## config.mk

```make
export PLATFORM = sky130hd
export DESIGN_NAME = tone_gen
export DESIGN_NICKNAME = d
export VERILOG_FILES = /design/src/rtl/tone_gen.sv
export SDC_FILE = /design/constraint.sdc
export NUM_CORES = 1
export LEC_CHECK = 0
export ABC_AREA = 1
export BUFFER_PORTS_ARGS = -buffer_cell sky130_fd_sc_hd__buf_2
export CORE_AREA = 10 10 81 118
export CTS_CLUSTER_SIZE = 8
export DETAILED_ROUTE_END_ITERATION = 8
export DIE_AREA = 0 0 91 128
export PLACE_DENSITY = 0.66
export SLEW_MARGIN = 10
export SYNTH_ARGS = -nofsm -noshare
export SYNTH_HDL_FRONTEND = slang
export SYNTH_SLANG_ARGS = --single-unit
```

## constraint.sdc

```tcl
create_clock -name clk -period 3 [get_ports clk]
set_clock_uncertainty 0.05 [all_clocks]
set_input_delay 0.3 -clock clk [delete_from_list [all_inputs] [get_ports clk]]
set_output_delay 0.3 -clock clk [all_outputs]
set_load 0.03 [all_outputs]
```

## src/rtl/tone_gen.sv

```systemverilog
// Speaker tone generator: turns an accepted note preset into a glitch-free 50%-duty square wave,
// with rest, mute and a short articulation gap after each beat.
module tone_gen #(
    parameter int unsigned CNT_W     = 11,
    parameter int unsigned REST_CODE = 2047,
    parameter int unsigned GAP_CYC   = 2000,
    parameter int unsigned GAP_W     = 12
) (
    input  logic             clk,
    input  logic             rst_n,
    input  logic [CNT_W-1:0] tn,
    input  logic             beat,
    input  logic             mute,
    output logic             spk,
    output logic             sounding,
    output logic             note_chg
);

    localparam logic [CNT_W-1:0] REST     = CNT_W'(REST_CODE);
    localparam logic [CNT_W-1:0] CNT_MAX  = {CNT_W{1'b1}};
    localparam bit               GAP_EN   = (GAP_CYC > 0);
    localparam logic [GAP_W-1:0] GAP_LOAD = GAP_EN ? GAP_W'(GAP_CYC - 1) : '0;

    typedef enum logic [1:0] {StIdle, StTone, StGap} state_t;

    state_t           state;
    logic [CNT_W-1:0] tn_s1, tn_s2, tn_acc;
    logic [CNT_W-1:0] cnt, per;
    logic [GAP_W-1:0] gap;

    // tn comes from the slow beat domain; accept it only once two samples agree.
    always_ff @(posedge clk or negedge rst_n) begin
        if (!rst_n) begin
            tn_s1    <= REST;
            tn_s2    <= REST;
            tn_acc   <= REST;
            note_chg <= 1'b0;
        end else begin
            tn_s1    <= tn;
            tn_s2    <= tn_s1;
            note_chg <= 1'b0;
            if (tn_s1 == tn_s2 && tn_s2 != tn_acc) begin
                tn_acc   <= tn_s2;
                note_chg <= 1'b1;
            end
        end
    end

    always_ff @(posedge clk or negedge rst_n) begin
        if (!rst_n) begin
            state    <= StIdle;
            cnt      <= REST;
            per      <= REST;
            gap      <= '0;
            spk      <= 1'b0;
            sounding <= 1'b0;
        end else begin
            unique case (state)
                StIdle: begin
                    spk <= 1'b0;
                    if (!mute && tn_acc != REST) begin
                        state    <= StTone;
                        sounding <= 1'b1;
                        per      <= tn_acc;
                        cnt      <= tn_acc;
                    end
                end
                StTone: begin
                    if (mute) begin
                        state    <= StIdle;
                        sounding <= 1'b0;
                        spk      <= 1'b0;
                    end else if (GAP_EN && beat) begin
                        state    <= StGap;
                        sounding <= 1'b0;
                        spk      <= 1'b0;
                        gap      <= GAP_LOAD;
                    end else if (cnt == CNT_MAX) begin
                        // Period boundary: the only place a new note is allowed to take effect.
                        cnt <= per;
                        per <= tn_acc;
                        if (tn_acc == REST) begin
                            state    <= StIdle;
                            sounding <= 1'b0;
                            spk      <= 1'b0;
                        end else begin
                            spk <= ~spk;
                        end
                    end else begin
                        cnt <= cnt + 1'b1;
                    end
                end
                StGap: begin
                    spk <= 1'b0;
                    if (beat) begin
                        gap <= GAP_LOAD;
                    end else if (gap == '0) begin
                        if (mute || tn_acc == REST) begin
                            state <= StIdle;
                        end else begin
                            state    <= StTone;
                            sounding <= 1'b1;
                            per      <= tn_acc;
                            cnt      <= tn_acc;
                        end
                    end else begin
                        gap <= gap - 1'b1;
                    end
                end
                default: begin
                    state    <= StIdle;
                    sounding <= 1'b0;
                    spk      <= 1'b0;
                end
            endcase
        end
    end

endmodule

```

## Yosys cells after proc, flatten, opt, wreduce, memory -nomap -nowiden

Cells that the tools add are included.

| word-level totals | value |
|---|---|
| memory bits (writable) | 0 |
| logic and storage cells | 85 |
| bits in latches | 0 |
| memories | 0 |
| memory bits (read-only) | 0 |
| bits in registers | 72 |
| input port bits | 15 |

| operators by class | value |
|---|---|
| bitwise operators | 1 |
| divide/modulo/power cells | 0 |
| muxes and demuxes | 41 |
| shift-type cells | 0 |
| reduce and logical (&&, ||, !) cells | 13 |
| add/subtract/negate cells | 2 |
| equality and inequality tests | 18 |
| multiply operators | 0 |
| magnitude comparators | 0 |

Operators with widths:

| kind | count |
|---|---|
| 2-to-1 mux 11 bit | 10 |
| one-hot mux 11 bit (3 select lines) | 2 |
| 2-to-1 mux 12 bit | 4 |
| one-hot mux 12 bit (2 select lines) | 1 |
| == test 11 bit (second input constant) | 2 |
| inequality test 2 bit (second input constant) | 8 |
| 2-to-1 mux 1 bit | 15 |
| 2-to-1 mux 2 bit | 7 |
| zero test 12 bit | 1 |
| subtractor 12 x 1 -> 12 bit (second input constant) | 1 |
| adder 11 x 1 -> 11 bit (second input constant) | 1 |
| == test 11 bit | 1 |
| inequality test 11 bit | 1 |
| inequality test 11 bit (second input constant) | 1 |
| inequality test 4 bit (second input constant) | 2 |
| AND reduction 8 bit | 1 |
| AND reduction 7 bit | 1 |
| one-hot mux 2 bit (3 select lines) | 1 |
| AND reduction 6 bit | 1 |
| AND reduction 5 bit | 1 |
| AND reduction 4 bit | 1 |
| inequality test 3 bit (second input constant) | 1 |
| one-hot mux 1 bit (3 select lines) | 1 |
| nonzero test 3 bit | 1 |
| 8 further kinds | 9 |

## Logic depth before layout (Yosys ltp)

Gate-level depths: netlist of the first run.

| logic depth | value |
|---|---|
| depth in word-level cells | 6 |
| depth in mapped cells | 12 |
| mapped depth without buffers | 11 |

## Worst setup path before layout of the first run

Ideal clock, no wire load.

| path | value |
|---|---|
| path kind | reg2reg |
| start point | reg cnt[0] |
| end point | reg sounding |
| path slack | 1.350 ns |
| arrival | 1.477 ns |
| required time | 2.827 ns |
| stages on the path, launching flop included | 9 |
| library setup time | 0.123 ns |
| cells stage by stage | dfstp_2 > ha_1 > nand2_1 > nor2_2 > nand3_1 > nand2_1 > nand2_1 > o21ai_0 > nand2_1 |

| on the way | value |
|---|---|
| cells in the longest elaborated chain, start to end | 3 |

RTL lines:

| element | line | source |
|---|---|---|
| start: declaration | 28 | `logic [CNT_W-1:0] cnt, per;` |
| start signal: assignment | 65 | `cnt <= tn_acc;` |
| start signal: assignment | 80 | `cnt <= per;` |
| start signal: assignment | 90 | `cnt <= cnt + 1'b1;` |
| == test 11 bit | 78 | `end else if (cnt == CNT_MAX) begin` |
| inequality test 4 bit (no line) | - |  |
| AND reduction 6 bit (no line) | - |  |
| end signal: assignment | 71 | `sounding <= 1'b0;` |
| end signal: assignment | 75 | `sounding <= 1'b0;` |
| end signal: assignment | 84 | `sounding <= 1'b0;` |
| end: declaration | 15 | `output logic sounding,` |

No other way between the ends.
A chain may end at the register's enable or synchronous reset.

## Worst setup path in the final report of the first run

| path | value |
|---|---|
| start point | reg cnt[0] |
| end point | reg per[5] |

| on the way | value |
|---|---|
| cells in the longest elaborated chain, start to end | 3 |

RTL lines:

| element | line | source |
|---|---|---|
| == test 11 bit | 78 |  |
| inequality test 2 bit (no line) | - |  |
| AND reduction 8 bit (no line) | - |  |
| end signal: assignment | 64 | `per <= tn_acc;` |
| end signal: assignment | 81 | `per <= tn_acc;` |
| end signal: assignment | 103 | `per <= tn_acc;` |
| end: declaration | 28 |  |

No other way between the ends.

==> results.py, run 1 <==
metrics = {
    "timing": {
        "whs_ns": 0.0180,
        "final-hold-violation-count": 0,
        "setup_violations": 0,
        "drv_slew": 0,
        "fmax_mhz": 456,
        "period_needed_ns": 2.19,
        "max_slew_margin_pct": 50.3,
        "setup_tns_ns": 0,
        "rsz0062_at_grt": "no",
        "tightestPinTransition_ns": 0.743,
        "fin_crit_sh_pct": 73.1,
    },
    "power": {
        "irDropWorstVdd_mv": 0.436,
        "leakagePower_nw": 1.90,
        "p_per_area_nw_per_um2": 692,
    },
    "layout": {
        "register_area_um2": 1870,
        "multi_input_area_um2": 1570,
        "num_antenna_cells": 0,
        "stdcell_area_um2": 4110,
        "nFillCells": 723,
        "synthToLayoutAreaGrowth_pct": 12.2,
        "utilization_pct": 54.7,
        "layout.nets": 503,
        "drive_gt1_share_pct": 19.6,
    },
    "cts": {
        "postCtsResizedCells": 0,
        "clkTransAtPathRegs_ns": 0.05,
        "ctsHoldBuffers": 1,
        "cts-buffers-inserted": 9,
        "cts_buffer_depth": 2,
        "clk_latency_ns": 0.34,
        "cts_sinks": 72,
        "cts-root-buf": "clkbuf_16",
        "cts_tree": "done",
        "postCtsSetupBuffers": 0,
        "htree_levels": 3,
    },
    "synthesis": {
        "yosys-top-cells-count": "nand2_1, dfstp_2, nand3_1",
        "avgSynthCellArea_um2": 7.90,
        "synth_area_leaders": "dfstp_2, nand2_1, dfrtp_1",
        "synth_top_family_by_area": "simple AND/OR/NAND/NOR gates",
        "synth-compound-area-share_pct": 2.87,
        "syn_inst": 464,
        "synthesis.area_um2": 3660,
        "yosys.area.top_type": "dfstp_2",
        "yosysSeqAreaShare_pct": 51.0,
        "synth_simple_gate_area_share_pct": 33.3,
        "async_flop_share_pct": 100,
        "synth_cell_types": 26,
        "postSynthNetCount": 482,
        "synth_xor_xnor_area_share_pct": 5.74,
        "synthAdderAreaFrac_pct": 1.02,
        "synth-edff-count": 0,
        "synth_top_area_share_pct": 39.4,
        "post-synth-top-count-cell": "nand2_1",
        "synth.mux.area_fraction_pct": 0,
        "yosys_most_used_dff": "dfstp_2",
        "yosys_warnings": 0,
        "ys_ff_latch": 72,
    },
    "detailed_routing": {
        "ant_nets": 0,
        "routedWlPerCell_um": 12.5,
        "viasPerCell": 4.88,
        "wirelength_mm": 7.40,
        "wl_met2_mm": 3.80,
        "drt_pre_antenna_iters": 4,
        "first_iter_violations": 179,
        "met1Wirelength_mm": 3.22,
        "wl_met3_um": 197,
        "top_layer": "met4",
        "num_vias": 2884,
        "drc": 0,
    },
    "die": {
        "die_y_um": 128,
        "ios": 18,
        "die-area_um2": 11600,
        "chipWidth_um": 91,
        "core_um2": 7510,
        "initial_core_util_pct": 48.8,
        "row_count": 39,
    },
    "hold_path": {
        "hold_path.class": "input port to register",
    },
    "setup_path": {
        "cp.arrival_ns": 2.40,
        "crit_path_end_kind": "register",
        "critPathLaunchType": "register",
        "worstPathRequired_ns": 3.21,
        "cp_max_fo": 12,
        "path_class": "register to register",
    },
    "flow_run": {
        "maxCapViolCount": 0,
    },
    "place": {
        "io_buffers": 17,
        "dpl_cell_area_um2": 3830,
        "gp_congestion": 0.870,
        "dp_hpwl_mm": 5.47,
    },
    "global_routing": {
        "grt_pass1_vias": 2943,
        "grt_overflow": 0,
        "grtUsageTotal_pct": 13.7,
        "grt_max_degree": 30,
        "antenna_found_initial": 0,
        "grt_pass1_wl_mm": 13.0,
    },
    "outcome": {
        "status": "finished clean",
    },
}
## power breakdown
| part | total, W | internal [W] | switching [W] |
|---|---|---|---|
| Combinational | 0.000674 | 0.000183 | 0.000491 |
| Clock | 0.000971 | 0.000606 | 0.000365 |
| Sequential | 0.00120 | 0.00111 | 0.0000868 |
| Total | 0.00285 | 0.00190 | 0.000943 |
## routing by layer
layer	vias up	GRT usage, %
met1	1340	14.6
met4	0	8.33
li1	1491	-
met5	-	0
met2	40	23.8
met3	13	3.34
## area by class of cell
cell class / instances / share of cell area [%]
inverter: 41 / 3.74
multi-input combinational: 340 / 38.3
sequential: 72 / 45.5
timing repair buffer: 21 / 2.86
tap: 102 / 3.10
clock buffer: 15 / 6.54
## cell families (layout without fill, tap and decap cells)
| group | after synthesis | after routing |
|---|---|---|
| DFF | 72 | 72 |
| AOI/OAI and AO/OA | 19 | 19 |
| and+or+nand+nor | 294 | 294 |
| xor gates and xnor gates | 24 | 24 |
| buffers and inverters | 52 | 77 |
| adders and majority gates | 3 | 3 |
## critical path: stages (launching register included)
cell and delay, ns:
dfstp_2 0.55, ha_1 0.17, nand2_1 0.11, nor2_2 0.16, nand4_1 0.16, a21oi_2 0.47, nand2_2 0.26, nand2_1 0.12
nand2_1 0.07
## final timing paths
kind                                     start                   end  slack [ns]  cells past startpoint
min in group asynchronous                rst_n  state[0]$_DFFE_PN0P_        0.49                      2
setup / recovery            cnt[0]$_DFFE_PN1P_    per[5]$_DFFE_PN1P_        0.81                      8
hold / removal                           tn[7]    tn_s1[7]$_DFF_PN1_        0.02                      1
setup reg to reg            cnt[0]$_DFFE_PN1P_    per[5]$_DFFE_PN1P_        0.81                      8
max in group asynchronous                rst_n   per[10]$_DFFE_PN1P_        1.58                      3
hold reg to reg            tn_s1[10]$_DFF_PN1_   tn_s2[10]$_DFF_PN1_        0.32                      0
## through the flow
step	power (W)	worst slack, ns	cells
finish	0.00285	0.807	591
global route	0.00302	0.637	591
CTS	0.00287	0.815	591
detailed placement	0.00189	0.895	575
global placement	0.00188	0.957	575
floorplan	0.00177	1.35	464
## registers in the layout (all words and copies together), names as in the netlist
signal and cells:
tn_s2 11, tn_s1 11, per 11, cnt 11, spk 1, gap 12, sounding 1, note_chg 1
state 2, tn_acc 11
## layout by cell type (no fill, tap or decap)
cell type,count
nor2_2,1
nor3_2,1
xor2_1,6
inv_2,4
a21oi_2,1
dfstp_2,55
a31oi_1,1
o21bai_1,1
nor2_4,2
dfrtp_1,17
a21boi_0,1
dlygate4sd3_1,1
buf_4,3
a21oi_1,1
ha_1,3
clkbuf_16,10
nand3b_1,3
xnor2_1,18
inv_1,37
nand2_2,2
nand3_1,51
buf_2,17
nand4_1,5
clkbuf_1,5
nor2_1,33
nor3_1,1
nand2_1,195
o21ai_0,14
No activity file was read; power rests on OpenSTA's default activity.
==> run 2, diff against run 1 <==
ABC_AREA = 0   (was 1)
CORE_AREA = 10 10 79 115   (was 10 10 81 118)
DIE_AREA = 0 0 89 125   (was 0 0 91 128)
clock period = 2.06 ns   (was 3 ns; I/O delays follow)
==> run 2 against run 1 <==
Net effect:
- the flow now finishes with violations (setup timing)
- wire length rose by 1.0%
- total power rose by 3.0%
- die area fell by 4.5%
- critical path depth fell by 1
- clock power rose by 29%
- non-clock buffer count rose by 58
- sequential cell count did not move
- sequential power rose by 25%
- largest cell class unchanged
==> results.py, run 2 <==
metrics = {
    "outcome": {
        "status": "finished, violations left",
        "violations": "setup timing",
    },
    "synthesis": {
        "ys_ff_latch": 72,
        "post-synth-top-count-cell": "dfstp_2",
        "avgSynthCellArea_um2": 11.3,
        "synth_area_leaders": "dfstp_2, dfrtp_1, mux2_2",
        "synth-edff-count": 0,
        "yosys-top-cells-count": "dfstp_2, mux2_2, nor2_1, xnor2_1",
        "synth_top_area_share_pct": 42.4,
        "synthesis.area_um2": 3410,
        "yosys_warnings": 0,
        "syn_inst": 302,
        "async_flop_share_pct": 100,
        "yosys.area.top_type": "dfstp_2",
        "postSynthNetCount": 320,
        "synth_cell_types": 45,
        "yosys_most_used_dff": "dfstp_2",
        "yosysSeqAreaShare_pct": 54.8,
    },
    "detailed_routing": {
        "routedWlPerCell_um": 16.0,
        "viasPerCell": 5.59,
        "ant_nets": 0,
        "top_layer": "met4",
        "drc": 0,
        "wirelength_mm": 7.47,
        "wl_met2_mm": 4.18,
        "first_iter_violations": 94,
        "drt_pre_antenna_iters": 4,
        "num_vias": 2610,
        "wl_met3_um": 210,
        "met1Wirelength_mm": 2.91,
    },
    "layout": {
        "synthToLayoutAreaGrowth_pct": 27.7,
        "regMostFlops": "gap",
        "largest_reg_flops": 12,
        "stdcell_count": 467,
        "layout_commonest_cell": "dfstp_2",
        "drive_gt1_share_pct": 46.8,
        "final_cell_mix": "dfstp_2, buf_4, xnor2_1, nor2_1, mux2_2",
        "num_antenna_cells": 0,
        "stdcell_area_um2": 4360,
        "layout.nets": 400,
    },
    "cts": {
        "htree_levels": 3,
        "clkTransAtPathRegs_ns": 0.07,
        "cts_sinks": 72,
        "clk_latency_ns": 0.35,
        "cts-root-buf": "clkbuf_8",
        "cts_tree": "done",
        "cts-buffers-inserted": 9,
        "cts_buffer_depth": 2,
    },
    "power": {
        "leakagePower_nw": 1.77,
        "power_w": 0.00293,
        "p_per_area_nw_per_um2": 673,
        "irDropWorstVdd_mv": 0.573,
    },
    "setup_path": {
        "cp.arrival_ns": 2.58,
        "worstPathRequired_ns": 2.29,
        "crit_family": "simple AND/OR/NAND/NOR gates",
        "cp_max_fo": 5,
        "crit_buf_inv": 2,
        "slowest_delay_ns": 0.45,
        "r2r_start": "gap[0]$_DFFE_PN0P_",
        "worstPathCellList": "inv_2 -> ha_4 -> or4b_4 -> or4_4 -> a211o_4 -> buf_6 -> mux2_2",
        "crit_path_end_kind": "register",
        "slowest_stage": "or4b_4",
        "critPathLaunchType": "register",
        "crit_path_start": "gap[0]$_DFFE_PN0P_",
        "path_class": "register to register",
    },
    "timing": {
        "final-hold-violation-count": 0,
        "fin_crit_sh_pct": 114,
        "max_slew_margin_pct": 65.9,
        "period_needed_ns": 2.35,
        "drv_slew": 0,
        "fmax_mhz": 426,
        "setup_violations": 30,
        "rsz0062_at_grt": "yes",
        "tightestPinTransition_ns": 0.507,
        "layout_setup_ws_ns": -0.289,
    },
    "place": {
        "gp_congestion": 0.837,
        "dp_hpwl_mm": 5.23,
        "dpl_cell_area_um2": 3910,
        "placed_cells": 434,
        "io_buffers": 17,
    },
    "die": {
        "die_y_um": 125,
        "core_um2": 7080,
        "chipWidth_um": 89,
        "row_count": 38,
        "ios": 18,
        "initial_core_util_pct": 48.2,
        "die-area_um2": 11100,
    },
    "hold_path": {
        "worstHoldStart": "mute",
        "hold_path.class": "input port to register",
    },
    "global_routing": {
        "grt_pass1_wl_mm": 12.7,
        "antenna_found_initial": 0,
        "grtUsageTotal_pct": 14.5,
        "grt_overflow": 0,
        "grt_max_degree": 73,
        "grt_pass1_vias": 2679,
    },
    "flow_run": {
        "maxCapViolCount": 0,
    },
}
## run 2: worst paths after layout
path,endpoint,slack [ns],cells past startpoint
worst max register to register,cnt[3]$_DFFE_PN1P_,-0.29,7
max in group asynchronous,per[3]$_DFFE_PN1P_,1.26,3
min in group asynchronous,note_chg$_DFF_PN0_,0.37,3
worst min-delay path,state[0]$_DFFE_PN0P_,0.19,4
worst max-delay path,cnt[3]$_DFFE_PN1P_,-0.29,7
worst min register to register,tn_s2[4]$_DFF_PN1_,0.31,0
## run 2: area by class of cell
| type | instances | area, um^2 |
|---|---|---|
| Clock inverter | 3 | 65.1 |
| Timing Repair Buffer | 79 | 611 |
| Multi-Input combinational cell | 216 | 1540 |
| Clock buffer | 13 | 159 |
| Tap cell | 80 | 100 |
| Inverter | 4 | 15.0 |
| Sequential cell | 72 | 1870 |
| Fill cell | 566 | 2730 |
## run 2: timing repair
action,in CTS,in global routing
pin swaps,0,1
endpoints found under the hold margin,28,0
setup endpoints to repair,35,36
cloned,0,1
hold buffers,12,0
gates resized for setup,7,9
buffers inserted,3,1
## run 2: metal layers
layer / GRT usage, % / up-vias
li1: - / 1274
met1: 16.0 / 1284
met2: 25.1 / 40
met3: 3.77 / 12
met4: 6.58 / 0
met5: 0 / -
## run 2: logic make-up after synthesis
group	count (synthesis)	synth area share [%]
flops	72	54.8
mux	25	8.18
simple gates	98	15.0
compound gates	67	13.1
buf+inv	14	1.98
fa+ha+maj	3	1.10
xor+xnor	23	5.90
## run 2: worst min-delay path, stage by stage
cell      delay (ns)
buf_2           0.13
nor2_1          0.06
o31ai_1         0.07
a21boi_1        0.07
## run 2: per-stage QoR
step,setup TNS (ns),hold slack (ns),worst slack (ns),utilization [%]
final,-4.87,0.189,-0.289,61.5
after floorplan,-4.27,-0.140,-0.186,-
after detailed placement,-5.09,0.211,-0.253,55.2
after CTS,-4.84,0.186,-0.234,60.8
after global placement,-4.06,0.212,-0.230,55.2
after global routing,-7.18,0.236,-0.337,61.5
## run 2: power by group
group	internal, W	leakage [nW]	total, W	switching [W]
Combinational	0.0000998	0.892	0.000184	0.0000847
Sequential	0.00147	0.761	0.00150	0.0000290
Clock	0.000747	0.114	0.00125	0.000499
Total	0.00232	1.77	0.00293	0.000613
